### config.mk
export PLATFORM = sky130hd
export DESIGN_NAME = fsm_msi_cpu_requests_controller
export DESIGN_NICKNAME = d
export VERILOG_FILES = /design/src/rtl/fsm_msi_cpu_requests_controller.sv
export SDC_FILE = /design/constraint.sdc
export NUM_CORES = 1
export LEC_CHECK = 0
export ABC_AREA = 1
export CORE_ASPECT_RATIO = 2
export CORE_MARGIN = 1.5
export CORE_UTILIZATION = 40
export DETAILED_ROUTE_END_ITERATION = 12
export PLACE_DENSITY_LB_ADDON = 0.15
export SLEW_MARGIN = 15
export SYNTH_ARGS = -nofsm -noshare
export SYNTH_HDL_FRONTEND = slang
export SYNTH_SLANG_ARGS = --single-unit
export TNS_END_PERCENT = 10
### constraint.sdc
create_clock -name clock -period 1.83 [get_ports clock]
set_clock_uncertainty 0.05 [all_clocks]
set_input_delay 0.4575 -clock clock [delete_from_list [all_inputs] [get_ports clock]]
set_output_delay 0.4575 -clock clock [all_outputs]
set_load 0.05 [all_outputs]
### src/rtl/fsm_msi_cpu_requests_controller.sv
// CPU-side MSI controller for one direct-mapped cache block: classifies processor
// requests as hits or misses and sequences the bus transactions that a miss needs.
module fsm_msi_cpu_requests_controller #(
  parameter int TAG_W  = 4,
  parameter int DATA_W = 8
) (
  input  logic              clock,
  input  logic              reset,
  input  logic              cpu_req,
  input  logic              cpu_write,
  input  logic [TAG_W-1:0]  cpu_tag,
  input  logic [DATA_W-1:0] cpu_wdata,
  output logic              cpu_ready,
  output logic [DATA_W-1:0] cpu_rdata,
  output logic              bus_req,
  input  logic              bus_grant,
  output logic              bus_read_miss,
  output logic              bus_write_miss,
  output logic              bus_invalidate,
  output logic              bus_write_back,
  output logic [TAG_W-1:0]  bus_tag,
  output logic [DATA_W-1:0] bus_wdata,
  input  logic              mem_ready,
  input  logic [DATA_W-1:0] mem_rdata,
  input  logic              snoop_update,
  input  logic [1:0]        snoop_state_next,
  output logic [1:0]        state_out
);

  localparam logic [1:0] ST_INVALID  = 2'b00;
  localparam logic [1:0] ST_MODIFIED = 2'b01;
  localparam logic [1:0] ST_SHARED   = 2'b10;

  typedef enum logic [2:0] {
    IDLE = 3'd0,
    ARB  = 3'd1,
    WB   = 3'd2,
    MISS = 3'd3,
    DONE = 3'd4
  } fsm_t;

  fsm_t              fsm_r;
  logic [TAG_W-1:0]  tag_r;
  logic [DATA_W-1:0] data_r;
  logic              hit_s;
  logic              fast_hit_s;
  logic              shared_write_hit_s;
  logic              dirty_victim_s;

  // An encoding the bus side should never send collapses to INVALID.
  function automatic logic [1:0] sanitize_state(input logic [1:0] s);
    logic [1:0] r;
    case (s)
      ST_INVALID, ST_MODIFIED, ST_SHARED: r = s;
      default:                            r = ST_INVALID;
    endcase
    return r;
  endfunction

  // Classify the pending request against the stored block.
  always_comb begin
    hit_s              = (state_out != ST_INVALID) && (tag_r == cpu_tag);
    fast_hit_s         = hit_s && (!cpu_write || (state_out == ST_MODIFIED));
    shared_write_hit_s = hit_s && cpu_write && (state_out == ST_SHARED);
    dirty_victim_s     = !hit_s && (state_out == ST_MODIFIED);
  end

  // Controller FSM; every output is a register updated here.
  always_ff @(posedge clock) begin
    if (reset) begin
      fsm_r          <= IDLE;
      tag_r          <= '0;
      data_r         <= '0;
      state_out      <= ST_INVALID;
      cpu_ready      <= 1'b0;
      cpu_rdata      <= '0;
      bus_req        <= 1'b0;
      bus_read_miss  <= 1'b0;
      bus_write_miss <= 1'b0;
      bus_invalidate <= 1'b0;
      bus_write_back <= 1'b0;
      bus_tag        <= '0;
      bus_wdata      <= '0;
    end else begin
      case (fsm_r)
        IDLE: begin
          if (snoop_update) begin
            state_out <= sanitize_state(snoop_state_next);
          end else if (cpu_req) begin
            if (fast_hit_s) begin
              if (cpu_write) begin
                data_r <= cpu_wdata;
              end
              cpu_rdata <= cpu_write ? cpu_wdata : data_r;
              cpu_ready <= 1'b1;
              fsm_r     <= DONE;
            end else begin
              bus_req <= 1'b1;
              fsm_r   <= ARB;
            end
          end
        end

        ARB: begin
          // A snoop always beats a same-cycle grant; the request is reclassified in IDLE.
          if (snoop_update) begin
            state_out <= sanitize_state(snoop_state_next);
            bus_req   <= 1'b0;
            fsm_r     <= IDLE;
          end else if (bus_grant) begin
            if (shared_write_hit_s) begin
              bus_invalidate <= 1'b1;
              bus_tag        <= tag_r;
              state_out      <= ST_MODIFIED;
              data_r         <= cpu_wdata;
              cpu_rdata      <= cpu_wdata;
              cpu_ready      <= 1'b1;
              bus_req        <= 1'b0;
              fsm_r          <= DONE;
            end else if (dirty_victim_s) begin
              bus_write_back <= 1'b1;
              bus_tag        <= tag_r;
              bus_wdata      <= data_r;
              fsm_r          <= WB;
            end else begin
              bus_read_miss  <= !cpu_write;
              bus_write_miss <= cpu_write;
              bus_tag        <= cpu_tag;
              fsm_r          <= MISS;
            end
          end
        end

        WB: begin
          if (mem_ready) begin
            state_out      <= ST_INVALID;
            bus_write_back <= 1'b0;
            bus_wdata      <= '0;
            bus_read_miss  <= !cpu_write;
            bus_write_miss <= cpu_write;
            bus_tag        <= cpu_tag;
            fsm_r          <= MISS;
          end
        end

        MISS: begin
          if (mem_ready) begin
            tag_r <= cpu_tag;
            if (cpu_write) begin
              data_r    <= cpu_wdata;
              cpu_rdata <= cpu_wdata;
              state_out <= ST_MODIFIED;
            end else begin
              data_r    <= mem_rdata;
              cpu_rdata <= mem_rdata;
              state_out <= ST_SHARED;
            end
            bus_read_miss  <= 1'b0;
            bus_write_miss <= 1'b0;
            bus_req        <= 1'b0;
            cpu_ready      <= 1'b1;
            fsm_r          <= DONE;
          end
        end

        DONE: begin
          cpu_ready      <= 1'b0;
          cpu_rdata      <= '0;
          bus_invalidate <= 1'b0;
          fsm_r          <= IDLE;
        end

        default: begin
          cpu_ready      <= 1'b0;
          bus_req        <= 1'b0;
          bus_read_miss  <= 1'b0;
          bus_write_miss <= 1'b0;
          bus_invalidate <= 1'b0;
          bus_write_back <= 1'b0;
          fsm_r          <= IDLE;
        end
      endcase
    end
  end

endmodule

==> reports/results.ini, run 1 <==
[floorplanning]
fp.dieH_um=114
start_util_pct=41.4
row_count=40
die_area_um2=6680
coreArea_um2=5960
die-width_um=58.5
ios=57

[synth]
synth_top_area_share_pct=34.9
synth_fp_nets=436
ys_ff_latch=43
seq_area_frac_synth_pct=34.9
avgSynthCellArea_um2=6.06
yosysWarnings=0
syn_inst=407
ys_types=24
synth.area.top_cells=dfxtp_1 35%, nand2_1 19%, a21oi_1 9.9%, nor2_1 6.5%, nand3_1 5.5%
syn_area_um2=2470
synth_top_area_cell=dfxtp_1

[grt]
grt_pass1_vias=2803
grtUsageTotal_pct=24.3
gr-total-overflow=0
antenna_found_initial=0
grt_max_degree=24
grt_pass1_wl_um=12200

[route]
avgRoutedWirePerCell_um=13.5
drc=0
firstDrtPassIters=4
detail-route-antenna-nets=0
drtIter0Drc=138
vias=2902
routed_wl_um=7650
viasPerCell=5.14

[critical_path]
r2r_end=cpu_rdata[6]
arrival_ns=1.87
cp.required_ns=1.96
startpoint_type=input pin
r2r_slack_ns=0.14
timing.rr.start=fsm_r[2]
path_class=in2reg
end_kind=flop
critPathMaxFanout=9
startpoint=snoop_update
ff2ff_path_depth=7

[min_path]
min_path_cells=2
holdPathEnd=cpu_ready
hp-start=cpu_ready
hold_path_class=reg2reg

[clock_network]
clk_path_buf_depth=2
numCtsBuffers=5
clkLatencyLatePin_ns=0.29
h-tree-depth=2
root_buffer=clkbuf_16
clock_sinks=43
cts_hold_buf=0
clkSlewWorstSetupHoldPaths_ns=0.06
cts_tree=done

[placement]
post-place-ws_ns=-0.518
hpwl_um=6000
io_buffers=56
gp_congestion=0.939

[timing]
max_freq_mhz=576
slew_headroom_pct=63.4
drv_slew=0
period_share_pct=94.9
fin_crit_ns=1.74
setup_ws_ns=0.0930
hold_violations=0
setup_violations=0
worst_pin_slew_ns=0.548
fin_tns_setup_ns=0

[cells_and_area]
fillCellCount=578
layout.nets=530
final_util_pct=60.8
num_antenna_cells=0
register_area_um2=865
multi_input_area_um2=1480
synthToLayoutAreaGrowth_pct=46.8
drive_above_1_share_pct=24.7

[pwr]
p_switching_mw=1.29
ir_worst_vdd_mv=0.564
seqPwrFrac_pct=31.2
p_sw_share_pct=36.9
pwr_density_cell_nw_per_um2=963
p_leak_nw=1.70
p_clk_share_pct=30.7
pwr-share-comb_pct=38.1
p_int_mw=2.20

[outcome]
status=complete, no violations

[run]
cap_violations=0

-- metrics by stage --
| step | power (mW) | area (µm²) | hold slack (ns) | cells |
|---|---|---|---|---|
| after detailed placement | 2.38 | 3310 | 0.400 | 556 |
| after global placement | 2.37 | 3310 | 0.382 | 556 |
| final | 3.49 | 3620 | 0.401 | 565 |
| after CTS | 3.48 | 3560 | 0.409 | 564 |
| after global routing | 3.69 | 3620 | 0.432 | 565 |
| after floorplan | 1.92 | 2470 | 0.405 | 407 |
-- power by group through the flow --
| stage | registers [mW] | clock network, mW | logic [mW] |
|---|---|---|---|
| detailed placement | 1.11 | 0 | 1.27 |
| global route | 1.10 | 1.14 | 1.45 |
| CTS | 1.09 | 1.09 | 1.31 |
| global placement | 1.10 | 0 | 1.27 |
| finish | 1.09 | 1.07 | 1.33 |
| floorplan | 1.39 | 0 | 0.530 |
-- timing repair --
action                                  in CTS  in global routing
resized for setup                           19                 19
pin swaps                                    5                  5
buffers inserted                             0                  1
endpoints found under the hold margin        0                  0
endpoints found under the setup margin      38                 38
-- routing by layer --
layer | up-vias | wire [µm] | share of wire [%] | global-route usage [%]
li1 | 1507 | - | - | -
met2 | 84 | 4250 | 56 | 45.9
met5 | - | 0 | 0 | 0
met1 | 1284 | 2750 | 36 | 22.7
met3 | 27 | 223 | 2.9 | 3.50
met4 | 0 | 427 | 5.6 | 15.8
-- flip-flops by register name (all words and copies together), names as in the netlist --
register        cells
fsm_r               3
cpu_ready           1
bus_tag             4
tag_r               4
bus_write_back      1
bus_invalidate      1
data_r              8
bus_write_miss      1
bus_wdata           8
bus_req             1
bus_read_miss       1
cpu_rdata           8
state_out           2
-- cell families after synthesis --
kind of cell,Yosys count,share of synthesized area (%)
simple gates,230,40.2
compound gates,74,15.5
buf+inv,60,9.43
flops,43,34.9
-- cells in the final DEF, fill, tap and decap left out, types with 3 or more instances in the layout --
master           count
a21oi_1             48
a21oi_2              3
buf_4               65
buf_6                4
clkbuf_16            5
clkdlybuf4s50_1     22
clkinv_1             4
dfxtp_1             40
dfxtp_2              3
dlymetal6s2s_1       4
inv_1               34
inv_2               11
nand2_1            119
nand2_2              7
nand2_4              3
nand3_1             23
nand3_2              3
nand4_1             10
nor2_1              40
nor2_2               6
nor3_1               7
nor3_2               5
o21ai_0              9
o21ai_1             12
-- critical path, stage by stage --
cell and delay (ns):
clkdlybuf4s50_1 0.51, inv_2 0.07, a21oi_2 0.20, buf_4 0.17, nor3_4 0.05, buf_6 0.15
a21oi_1 0.18, nor3_2 0.06
-- cells in the mapped netlist, drive strengths merged --
cell type,instances
nor2,48
nand2,129
dfxtp,43
a21oi,51
clkinv,4
nand4,10
o22ai,1
nor3,14
buf,4
o21ai,21
nand3,27
o211ai,1
clkbuf,7
inv,45
nand3b,1
nor4,1
-- worst max-delay path by stage --
stage / endpoint / slack [ns]
2_1_floorplan: cpu_rdata[0] / 0.13
6_report: bus_wdata[0] / 0.09
4_1_cts: state_out[1] / -0.02
3_5_place_dp: bus_tag[2] / -0.52
5_1_grt: cpu_rdata[5] / -0.004
3_3_place_gp: bus_tag[0] / -0.48
-- area by class of cell --
| cell class | instances | share of cell area (%) |
|---|---|---|
| Clock buffer | 6 | 3.83 |
| Clock inverter | 2 | 1.07 |
| Inverter | 49 | 5.08 |
| Multi-Input combinational cell | 304 | 40.8 |
| Sequential cell | 43 | 23.9 |
| Tap cell | 63 | 2.18 |
| Timing Repair Buffer | 98 | 23.2 |
Power figures use the tool's default switching activity.
==> run 2, diff against run 1 <==
--- a/config.mk
+++ b/config.mk
@@ -6,7 +6,6 @@
 export NUM_CORES = 1
 export LEC_CHECK = 0
 export ABC_AREA = 1
-export CORE_ASPECT_RATIO = 2
 export CORE_MARGIN = 1.5
 export CORE_UTILIZATION = 40
 export DETAILED_ROUTE_END_ITERATION = 12
==> reports/results.ini, run 2 (synthesis results as in run 1) <==
[pwr]
p_leak_nw=1.62  ; -5.2%
ir_worst_vdd_mv=0.504  ; -11%
pwr_density_cell_nw_per_um2=904  ; -6.1%

[critical_path]
arrival_ns=1.94  ; +0.07 ns
cp_cell_sequence=clkdlybuf4s50_1 > a21oi_2 > buf_4 > nor3_4 > buf_4 > nand3_1 > nand2_1 > inv_1
startpoint_type=input pin
cp_slowest_cell=clkdlybuf4s50_1
end_kind=flop
r2r_slack_ns=0.09  ; -0.05 ns
crit_path_frequent_cell=buf_4
cp.required_ns=1.99  ; +0.03 ns
path_class=in2reg
critPathMaxFanout=7  ; -2
max_stage_delay_ns=0.52  ; about the same

[clock_network]
cts_hold_buf=0  ; unchanged
cts_tree=done
h-tree-depth=2  ; unchanged
clkLatencyLatePin_ns=0.30  ; about the same
numCtsBuffers=5  ; unchanged
clk_path_buf_depth=2  ; unchanged
root_buffer=clkbuf_8
clock_sinks=43  ; unchanged
clkSlewWorstSetupHoldPaths_ns=0.09  ; +0.03 ns

[placement]
gp_congestion=0.919  ; -2.1%
place_area_um2=3290  ; -0.68%
hpwl_um=5410  ; -9.9%
io_buffers=56  ; unchanged
post-place-ws_ns=-0.481  ; +0.0375 ns

[floorplanning]
start_util_pct=41.4  ; unchanged
coreArea_um2=5960  ; unchanged
row_count=28  ; -30%
fp.dieH_um=81.5  ; -29%
die-width_um=81.5  ; +39%
ios=57  ; unchanged
die_area_um2=6650  ; -0.42%

[route]
vias=2817  ; -2.9%
detail-route-antenna-nets=0  ; unchanged
avgRoutedWirePerCell_um=12.6  ; -6.7%
drc=0  ; unchanged
drtIter0Drc=110  ; -20%
routed_wl_um=7230  ; -5.4%
viasPerCell=4.92  ; -4.3%
firstDrtPassIters=4  ; unchanged

[cells_and_area]
drive_above_1_share_pct=23.1  ; -1.6 points
design_area_um2=3500  ; -3.3%
reg_top3=bus_wdata x8, cpu_rdata x8, data_r x8
synthToLayoutAreaGrowth_pct=42.0
final_cell_mix=120 x nand2_1, 60 x buf_4, 48 x a21oi_1, 42 x nor2_1, 41 x dfxtp_1
num_antenna_cells=0  ; unchanged
layout.nets=526  ; -0.75%
final_common_cell=nand2_1

[timing]
hold_violations=0  ; unchanged
rsz0062_at_grt=yes
max_freq_mhz=562  ; -2.3%
slew_headroom_pct=78.2  ; +15 points
worst_pin_slew_ns=0.324  ; -0.224 ns
setup_violations=0  ; unchanged
drv_slew=0  ; unchanged
fin_crit_ns=1.78  ; +0.0417 ns
setup_ws_ns=0.0514  ; -0.0417 ns
period_share_pct=97.2  ; +2.3 points

[grt]
grt_max_degree=24  ; unchanged
grtUsageTotal_pct=23.5  ; -0.72 points
grt_use_met3_pct=3.78  ; +0.27 points
use_met2_pct=37.3  ; -8.6 points
grt_pass1_vias=2586  ; -7.7%
grt-busiest-layer=met2
grt_use_met1_pct=33.0  ; +10 points
antenna_found_initial=0  ; unchanged
gr-total-overflow=0  ; unchanged
grt_pass1_wl_um=12100  ; -0.56%

[outcome]
status=complete, no violations

[min_path]
hold_path_class=reg2reg

[run]
cap_violations=0  ; unchanged

-- run 2: changes by cell type in the layout (fill, tap and decap cells not counted), moves of 4 or more --
cell and delta:
buf_4 -5, clkbuf_16 -5, clkbuf_8 +4, dlymetal6s2s_1 -4
-- run 2: per-layer routing --
metal | part of all wire [%] | up-vias
met1 | 48 | 1239
met5 | 0 | -
met2 | 45 | 75
met4 | 0.98 | 0
met3 | 5.7 | 6
li1 | - | 1497
-- run 2: critical path, delay by kind of cell --
family	cells	cell delay, ns
AO/OA/AOI/OAI	1	0.10
buffers and inverters	4	0.92
AND/OR/NAND/NOR	3	0.46
-- run 2: final cells by class --
cell class | instances | area (µm²)
well taps | 75 | 93.8
clock buffers | 5 | 68.8
repair buffers | 94 | 802
flip-flops and latches | 43 | 863
fillers | 613 | 2450
clock inverters | 3 | 43.8
multi-input cells | 304 | 1450
inverters | 49 | 184
-- run 2: final timing paths --
kind / start / to / cells after the start
min reg2reg: bus_req / bus_req / 2
min: bus_req / bus_req / 2
max reg2reg: fsm_r[2] / bus_tag[3] / 9
max: bus_grant / bus_tag[3] / 8
-- run 2: power by group --
part           total [mW]  switching (mW)  internal [mW]
Sequential           1.08          0.0536           1.03
Combinational        1.32           0.841          0.481
Clock               0.763           0.356          0.407
Total                3.17            1.25           1.92
-- run 2: repair_timing --
action / 4_1_cts / 5_1_grt
endpoints found under the setup margin: 36 / 28
setup buffers: 1 / 1
gates resized for setup: 15 / 14
pin swaps: 5 / 3
-- run 2: metrics by stage --
stage          utilization (%)  std cells  total power, mW  hold slack (ns)  TNS, ns
6_report                  58.8        573             3.17            0.400        0
5_1_grt                   58.8        573             3.36            0.458   -0.105
4_1_cts                   57.9        572             3.15            0.402        0
3_3_place_gp              55.2        563             2.37            0.379   -14.83
3_5_place_dp              55.2        563             2.37            0.390   -15.34
2_1_floorplan                -        407             1.92            0.405        0
